<file path="src/rtl/alu_seq.sv">
// -----------------------------------------------------------------------------
// alu_seq : multicycle ALU with valid/ready handshakes on both sides.
//
// Takes one operation per input handshake. Single-cycle ops register their
// result in the cycle after acceptance. MUL runs an iterative shift-add,
// one multiplier bit per cycle, and presents its result WIDTH+1 cycles after
// acceptance. The result is held in DONE until the consumer takes it.
//
// Ports:
//   i_clk        clock, rising edge
//   i_rst_n      synchronous active-low reset
//   i_in_valid   op/a/b valid
//   o_in_ready   block can accept an operation (IDLE)
//   i_op         4-bit opcode
//   i_a, i_b     operands (b is also the shift amount)
//   o_out_valid  result/flags/illegal valid (DONE)
//   i_out_ready  consumer takes the result
//   o_result     WIDTH-bit result
//   o_flags      {N,Z,V,C}
//   o_illegal    captured opcode was unused
// -----------------------------------------------------------------------------
module alu_seq #(
    parameter int WIDTH = 8
) (
    input  logic             i_clk,
    input  logic             i_rst_n,
    input  logic             i_in_valid,
    output logic             o_in_ready,
    input  logic [3:0]       i_op,
    input  logic [WIDTH-1:0] i_a,
    input  logic [WIDTH-1:0] i_b,
    output logic             o_out_valid,
    input  logic             i_out_ready,
    output logic [WIDTH-1:0] o_result,
    output logic [3:0]       o_flags,
    output logic             o_illegal
);

    // Bits of b that can express a meaningful shift amount; anything above
    // them set means the shift clears the whole word.
    localparam int SHW = $clog2(WIDTH) + 1;
    localparam int CW  = $clog2(WIDTH);

    typedef enum logic [1:0] {
        S_IDLE = 2'd0,
        S_MUL  = 2'd1,
        S_DONE = 2'd2
    } state_t;

    typedef enum logic [3:0] {
        K_ILL, K_ADD, K_SUB, K_MUL, K_AND, K_OR, K_XOR, K_LSL, K_LSR
    } kind_t;

    state_t r_state;
    state_t w_state_next;

    logic [WIDTH-1:0]   r_result;
    logic [3:0]         r_flags;
    logic               r_illegal;
    logic [2*WIDTH-1:0] r_mcand;
    logic [WIDTH-1:0]   r_mplier;
    logic [2*WIDTH-1:0] r_acc;
    logic [CW-1:0]      r_cnt;

    logic               w_accept;
    logic               w_mul_last;
    kind_t              w_kind;
    logic [WIDTH-1:0]   w_res;
    logic               w_v;
    logic               w_c;
    logic               w_ill;
    logic [WIDTH:0]     w_sum;
    logic [WIDTH:0]     w_diff;
    logic               w_b_hi_nz;
    logic [SHW-1:0]     w_sh_amt;
    logic [WIDTH:0]     w_lsl_ext;
    logic [WIDTH:0]     w_lsr_ext;
    logic [2*WIDTH-1:0] w_acc_next;
    logic               w_prod_hi_nz;

    assign w_accept   = i_in_valid && (r_state == S_IDLE);
    assign w_mul_last = (r_cnt == CW'(WIDTH - 1));

    // ---------------- FSM: state register ----------------
    always_ff @(posedge i_clk) begin
        if (!i_rst_n) begin
            r_state <= S_IDLE;
        end else begin
            r_state <= w_state_next;
        end
    end

    // ---------------- FSM: next state ----------------
    always_comb begin
        w_state_next = r_state;
        case (r_state)
            S_IDLE: begin
                if (w_accept) begin
                    w_state_next = (i_op == 4'b1010) ? S_MUL : S_DONE;
                end
            end
            S_MUL: begin
                if (w_mul_last) begin
                    w_state_next = S_DONE;
                end
            end
            S_DONE: begin
                if (i_out_ready) begin
                    w_state_next = S_IDLE;
                end
            end
            default: w_state_next = S_IDLE;
        endcase
    end

    // ---------------- FSM: outputs ----------------
    always_comb begin
        o_in_ready  = (r_state == S_IDLE);
        o_out_valid = (r_state == S_DONE);
    end

    // ---------------- single-cycle datapath ----------------
    always_comb begin
        w_kind = K_ILL;
        case (i_op)
            4'b1000, 4'b0001: w_kind = K_ADD;
            4'b1001, 4'b0010: w_kind = K_SUB;
            4'b1010:          w_kind = K_MUL;
            4'b1011, 4'b0011: w_kind = K_AND;
            4'b1100, 4'b0100: w_kind = K_OR;
            4'b0101:          w_kind = K_XOR;
            4'b1101, 4'b0110: w_kind = K_LSL;
            4'b1111, 4'b0111: w_kind = K_LSR;
            default:          w_kind = K_ILL;
        endcase
    end

    // Carry out of bit WIDTH-1 lands in the extra top bit; for SUB it is
    // the no-borrow indication.
    assign w_sum  = {1'b0, i_a} + {1'b0, i_b};
    assign w_diff = {1'b0, i_a} + {1'b0, ~i_b} + (WIDTH+1)'(1);

    // Shifts run on a one-bit-wider word so the last bit shifted out
    // falls into the extra bit and becomes C.
    assign w_b_hi_nz = |(i_b >> SHW);
    assign w_sh_amt  = i_b[SHW-1:0];
    assign w_lsl_ext = {1'b0, i_a} << w_sh_amt;
    assign w_lsr_ext = {i_a, 1'b0} >> w_sh_amt;

    always_comb begin
        w_res = '0;
        w_v   = 1'b0;
        w_c   = 1'b0;
        w_ill = 1'b0;
        case (w_kind)
            K_ADD: begin
                w_res = w_sum[WIDTH-1:0];
                w_c   = w_sum[WIDTH];
                w_v   = (i_a[WIDTH-1] == i_b[WIDTH-1]) &&
                        (w_res[WIDTH-1] != i_a[WIDTH-1]);
            end
            K_SUB: begin
                w_res = w_diff[WIDTH-1:0];
                w_c   = w_diff[WIDTH];
                w_v   = (i_a[WIDTH-1] != i_b[WIDTH-1]) &&
                        (w_res[WIDTH-1] != i_a[WIDTH-1]);
            end
            K_AND: w_res = i_a & i_b;
            K_OR:  w_res = i_a | i_b;
            K_XOR: w_res = i_a ^ i_b;
            K_LSL: begin
                if (!w_b_hi_nz) begin
                    w_res = w_lsl_ext[WIDTH-1:0];
                    w_c   = w_lsl_ext[WIDTH];
                end
            end
            K_LSR: begin
                if (!w_b_hi_nz) begin
                    w_res = w_lsr_ext[WIDTH:1];
                    w_c   = w_lsr_ext[0];
                end
            end
            K_MUL: w_res = '0;
            default: w_ill = 1'b1;
        endcase
    end

    // ---------------- shift-add multiplier ----------------
    assign w_acc_next   = r_acc + (r_mplier[0] ? r_mcand : '0);
    assign w_prod_hi_nz = |w_acc_next[2*WIDTH-1:WIDTH];

    // ---------------- datapath registers ----------------
    always_ff @(posedge i_clk) begin
        if (!i_rst_n) begin
            r_result  <= '0;
            r_flags   <= '0;
            r_illegal <= 1'b0;
            r_mcand   <= '0;
            r_mplier  <= '0;
            r_acc     <= '0;
            r_cnt     <= '0;
        end else begin
            case (r_state)
                S_IDLE: begin
                    if (w_accept) begin
                        if (w_kind == K_MUL) begin
                            r_mcand  <= {{WIDTH{1'b0}}, i_a};
                            r_mplier <= i_b;
                            r_acc    <= '0;
                            r_cnt    <= '0;
                        end else begin
                            r_result  <= w_res;
                            r_flags   <= {w_res[WIDTH-1], (w_res == '0), w_v, w_c};
                            r_illegal <= w_ill;
                        end
                    end
                end
                S_MUL: begin
                    r_acc    <= w_acc_next;
                    r_mcand  <= r_mcand << 1;
                    r_mplier <= r_mplier >> 1;
                    r_cnt    <= r_cnt + CW'(1);
                    if (w_mul_last) begin
                        r_result  <= w_acc_next[WIDTH-1:0];
                        r_flags   <= {w_acc_next[WIDTH-1],
                                      (w_acc_next[WIDTH-1:0] == '0),
                                      w_prod_hi_nz, w_prod_hi_nz};
                        r_illegal <= 1'b0;
                    end
                end
                default: begin
                end
            endcase
        end
    end

    assign o_result  = r_result;
    assign o_flags   = r_flags;
    assign o_illegal = r_illegal;

endmodule
</file>
<file path="config.mk">
export PLATFORM = sky130hd
export DESIGN_NAME = alu_seq
export DESIGN_NICKNAME = d
export VERILOG_FILES = /design/src/rtl/alu_seq.sv
export SDC_FILE = /design/constraint.sdc
export NUM_CORES = 1
export LEC_CHECK = 0
export CORE_MARGIN = 4
export CORE_UTILIZATION = 40
export CTS_CLUSTER_SIZE = 30
export DETAILED_ROUTE_END_ITERATION = 12
export PLACE_DENSITY = 0.61
export SETUP_SLACK_MARGIN = 0.05
export SLEW_MARGIN = 20
export SYNTH_ARGS = -nofsm -noshare
export SYNTH_HDL_FRONTEND = slang
export SYNTH_SLANG_ARGS = --single-unit
</file>
<file path="constraint.sdc">
create_clock -name i_clk -period 8.3 [get_ports i_clk]
set_input_delay 0.83 -clock i_clk [delete_from_list [all_inputs] [get_ports i_clk]]
set_output_delay 0.83 -clock i_clk [all_outputs]
set_load 0.05 [all_outputs]
</file>
# == Yosys cells after proc, flatten, opt, wreduce, memory -nomap -nowiden ==
# Memories as Yosys holds them, arrays and structs flattened.
# Cells that the tools add are included.
# op_classes
reduce_logical,13
add_sub_neg,5
muxes,38
eq_ne,21
n_shift,2
n_bitwise,4
# op_table
cell,count
$mux W16,5
$pmux W16 S2,2
$mux W8,7
$pmux W8 S7,1
$pmux W8 S2,2
$add A8 B8 Y9,2
$add A16 B16 Y16,1
$eq A4 B3 Y1 const B,4
$logic_not A8 Y1,2
$mux W4,3
$add A9 B1 Y9 const B,1
$shl A8 B4 Y9,1
$shr A9 B4 Y9,1
$and A8 B8 Y8,1
$eq A4 B2 Y1 const B,2
$eq A4 B4 Y1 const B,2
$mux W2,4
$not A8 Y8,1
$or A8 B8 Y8,1
$pmux W4 S2,1
$reduce_or A8 Y1,1
$xor A8 B8 Y8,1
$reduce_or A7 Y1,1
$mux W1,6
other kinds (20),30
# totals
word_cells,92
rom_bits,64
mem_count,1
input_bits,24
ff_bits,58
out_inout_bits,15
# mem_list
memory,words,word_bits,read_ports,rd_clocked_by_memory_dff,write_ports,line,rtl
(no name shown),16,4,1,0,0,125,case (i_op)

# == Logic depth before layout (Yosys ltp) ==
# depth
depth_word,9
ltp_mapped,13
ltp_nobuf,11

# == Worst setup path before layout ==
# No wires, ideal clock.
# synth_timing
path_kind,input to register
from,in i_b[1]
to,"reg r_result[7], in the netlist o_result[7]"
setup_slack_ns,4.814
setup_time_ns,0.067
arrival_ns,3.419
n_path_buf,3
required_ns,8.233
cell_stages,13
cell_sequence,buf_2 -> buf_2 -> buf_2 -> inv_1 -> ha_1 -> o21bai_1 -> a211o_1 -> a2111oi_0 -> a311o_1 -> xnor2_1 -> o211a_1 -> a211o_1 -> a21oi_2
# synth_between
elab_chain_cells,7
elab_cells_between_ends,12
cone_classes,add/sub: 3; shift: 2; mux: 6; bitwise: 1
# synth_rtl
item,line,rtl
"start, declared",31,"input logic [WIDTH-1:0] i_b,"
$not A8 Y8,141,"assign w_diff = {1'b0, i_a} + {1'b0, ~i_b} + (WIDTH+1)'(1);"
$add A8 B8 Y9,141,
$add A9 B1 Y9,141,
$pmux W8 S7 (*),155,case (w_kind)
$mux W8 (*),206,if (w_kind == K_MUL) begin
$mux W8 (*),205,if (w_accept) begin
$pmux W8 S2 (*),203,case (r_state)
"end signal, assigned",212,r_result <= w_res;
"end signal, assigned",224,r_result <= w_acc_next[WIDTH-1:0];
"end, declared",57,logic [WIDTH-1:0] r_result;
# Every way passes the cells marked *; elsewhere a longest branch is shown, timed or not. The select of a mux whose other input is x is not followed.
# A chain may end at the register's enable or synchronous reset.

# == Final worst setup path ==
# layout_timing
from,in i_b[0]
to,"reg r_flags[2], in the netlist o_flags[2]"
# layout_between
elab_chain_cells,8
elab_cells_between_ends,16
cone_classes,add/sub: 3; shift: 2; mux: 6; bitwise: 4; reduce/logical: 1
# layout_rtl
item,line,rtl
$not A8 Y8,141,
$add A8 B8 Y9,141,
$add A9 B1 Y9,141,
$pmux W8 S7 (*),155,
$logic_not A8 Y1 (*),213,"r_flags <= {w_res[WIDTH-1], (w_res == '0), w_v, w_c};"
$mux W4 (*),206,
$mux W4 (*),205,
$pmux W4 S2 (*),203,
"end signal, assigned",213,
"end signal, assigned",225,"r_flags <= {w_acc_next[WIDTH-1],"
"end, declared",58,logic [3:0] r_flags;
# Marked as above.

==> flow_summary.yaml <==
pwr:
  peakVddDrop_uv: 92.7
  seq_power_share_pct: 32.0
  power.switching_mw: 0.283
  p_per_area_nw_per_um2: 153
  switching_share_pct: 31.1
  power_frac_comb_pct: 24.4
  p_int_mw: 0.627
  leakage_nw: 2.39
  p_clk_share_pct: 43.6
cts:
  cts_buffers: 9
  htree_levels: 3
  insertion_delay_ns: 0.33
  cts_resized: 0
  cts_buffer_depth: 2
  post_cts_buffers: 0
  cts_tree: "built"
  clkSinkCount: 57
  cts_root_buffer: "clkbuf_16"
  clk_pin_slew_ns: 0.05
  cts_hold_buf: 0
drt:
  dr.pass1.iters: 5
  wl_per_cell_um: 18.4
  drc_errors: 0
  via_per_inst: 5.95
  ant_nets: 0
  num_vias: 5091
  drt-total-wl_um: 15700
  initialDrtViolationCount: 405
grt:
  grt_pass1_wl_um: 25500
  antenna_found_initial: 0
  grt-ovfl-total: 0
  grt_pass1_vias: 4884
  grt_max_degree: 56
  grt_usage_pct: 21.4
worst_setup_path:
  critPathCaptureType: "flip-flop"
  cp-start-kind: "primary input"
  crit_required_ns: 8.57
  path_class: "primary input to flip-flop"
  crit_fanout: 21
  crit_path_start: "i_b[0]"
  reg2reg_from: "r_mplier[0]"
  arrival_ns: 4.42
sta:
  setup_violations: 0
  finalCriticalPeriod_ns: 4.15
  fin_hold_ws_ns: 0.456
  setup_tns_ns: 0
  hold_viol: 0
  fmax_mhz: 241
  worst_pin_slew_ns: 0.980
  relSlewSlack_pct: 34.6
  drv_slew: 0
  finalClockSkew_ns: 0.00788
  rsz0062_at_grt: "false"
  fin_crit_sh_pct: 50.1
cells_and_area:
  area_growth_syn_to_layout_pct: 14.4
  drive_above_1_share_pct: 6.73
  nets: 752
  antenna_cells: 0
  mostFrequentLayoutCell: "nor2_1"
  fillerInstances: 1307
  layout_common_cells: "83 x nor2_1, 61 x nand2_1, 57 x dfxtp_1"
placement:
  dp_hpwl_um: 11700
  gp_congestion: 0.936
  port_buffers: 38
floorplanning:
  start_util_pct: 41.0
  die_area_um2: 14900
  die_x_um: 122
  boundaryPins: 39
  core_um2: 12700
  die_h_um: 122
  rows: 41
yosys:
  ys_ff_latch: 57
  yosysWarnings: 0
  synth_ff_type: "dfxtp_1"
  synth.yosys.seq_area_share_pct: 22.0
  synth_edf_count: 0
  syn_area_per_cell_um2: 7.77
  syn-cell-area_um2: 5200
  synth-async-reset-ratio_pct: 0
  syn-num-nets: 742
  synthCells: 669
  synth.distinct_cells: 72
hold_path:
  min_from: "r_mplier[7]"
  hp-class: "flip-flop to flip-flop"
run_status:
  status: "finished, final reports clean"
job:
  drv_cap: 0
==> kinds of logic (layout without fill, tap and decap cells) <==
group           Yosys count  after routing  share of synthesized area (%)
compound gates          209            209                           28.8
xor+xnor                 20             20                           3.52
fa+ha+maj                49             49                           12.2
buf+inv                  74             89                           6.16
flops                    57             57                           22.0
mux                      20             20                           5.30
simple gates            240            240                           22.0
==> through the flow <==
step,utilization (%),cell area [um2],setup WS (ns),power (mW),std cells
after floorplan,-,5200,4.81,0.452,669
after global routing,46.9,5940,3.95,0.948,856
final,46.9,5940,4.15,0.909,856
after global placement,44.3,5620,3.89,0.514,840
after CTS,46.9,5940,4.20,0.914,856
after detailed placement,44.4,5620,3.86,0.515,840
==> worst paths after layout <==
check	endpoint	slack [ns]	cells past startpoint
setup / recovery	o_flags[2]	4.15	9
hold / removal	r_mplier[7]	0.46	2
setup reg to reg	o_flags[0]	4.44	10
hold reg to reg	r_mplier[7]	0.46	2
==> critical path, cell delays in order <==
cell             delay [ns]
clkdlybuf4s50_1        1.10
clkinv_1               0.52
mux2i_1                0.26
o2111ai_1              0.26
o221ai_1               0.14
a211oi_1               0.59
o2111ai_1              0.21
nor4_1                 0.30
a32o_1                 0.20
==> Yosys cell counts (7+ instances only) <==
library cell	number	share of area, %
a211oi_1	8	1.2
a21o_1	12	1.7
a21oi_1	48	4.6
a22oi_1	25	3.6
a311oi_1	15	2.5
a31oi_1	10	1.2
and2_1	20	2.4
buf_2	13	1.3
clkbuf_1	23	1.7
dfxtp_1	57	22
ha_1	46	11
inv_1	30	2.2
mux2i_1	14	2.7
nand2_1	61	4.4
nand2b_1	7	0.84
nand3_1	15	1.4
nand4_1	8	0.96
nor2_1	85	6.1
nor2b_1	7	0.84
nor3_1	10	0.96
o2111ai_1	8	1.3
o211ai_1	8	1.2
o21ai_0	19	1.8
o22ai_1	7	0.84
xnor2_1	13	2.2
==> flip-flops by register name, summed over array words and instances, names as in the netlist <==
register   count
r_mplier       8
r_state        2
o_illegal      1
r_acc         16
r_mcand       16
o_flags        3
o_result       8
r_cnt          3
==> final cells by class <==
| class | instances | area (um2) | area share (%) |
|---|---|---|---|
| multi-input cells | 538 | 3740 | 63.0 |
| flip-flops and latches | 57 | 1140 | 19.2 |
| repair buffers | 41 | 403 | 6.78 |
| clock buffers | 9 | 225 | 3.79 |
| well taps | 172 | 215 | 3.62 |
| inverters | 32 | 120 | 2.02 |
| clock inverters | 7 | 95.1 | 1.60 |
==> power groups by stage <==
stage | sequential [mW] | clock (mW) | combinational [mW]
after global placement | 0.296 | 0 | 0.218
after detailed placement | 0.296 | 0 | 0.219
after global routing | 0.292 | 0.415 | 0.241
after floorplan | 0.308 | 0 | 0.144
final | 0.291 | 0.397 | 0.222
after CTS | 0.291 | 0.404 | 0.220
==> per-layer routing <==
layer  vias up  GRT usage [%]  part of all wire, %
li1       2485              -                    -
met1      2453           30.5                   48
met2       136           33.9                   45
met3        17           3.48                  5.4
met4         0           5.25                  1.1
met5         -              0                    0
Note: power is estimated with default switching activity, not from simulation.
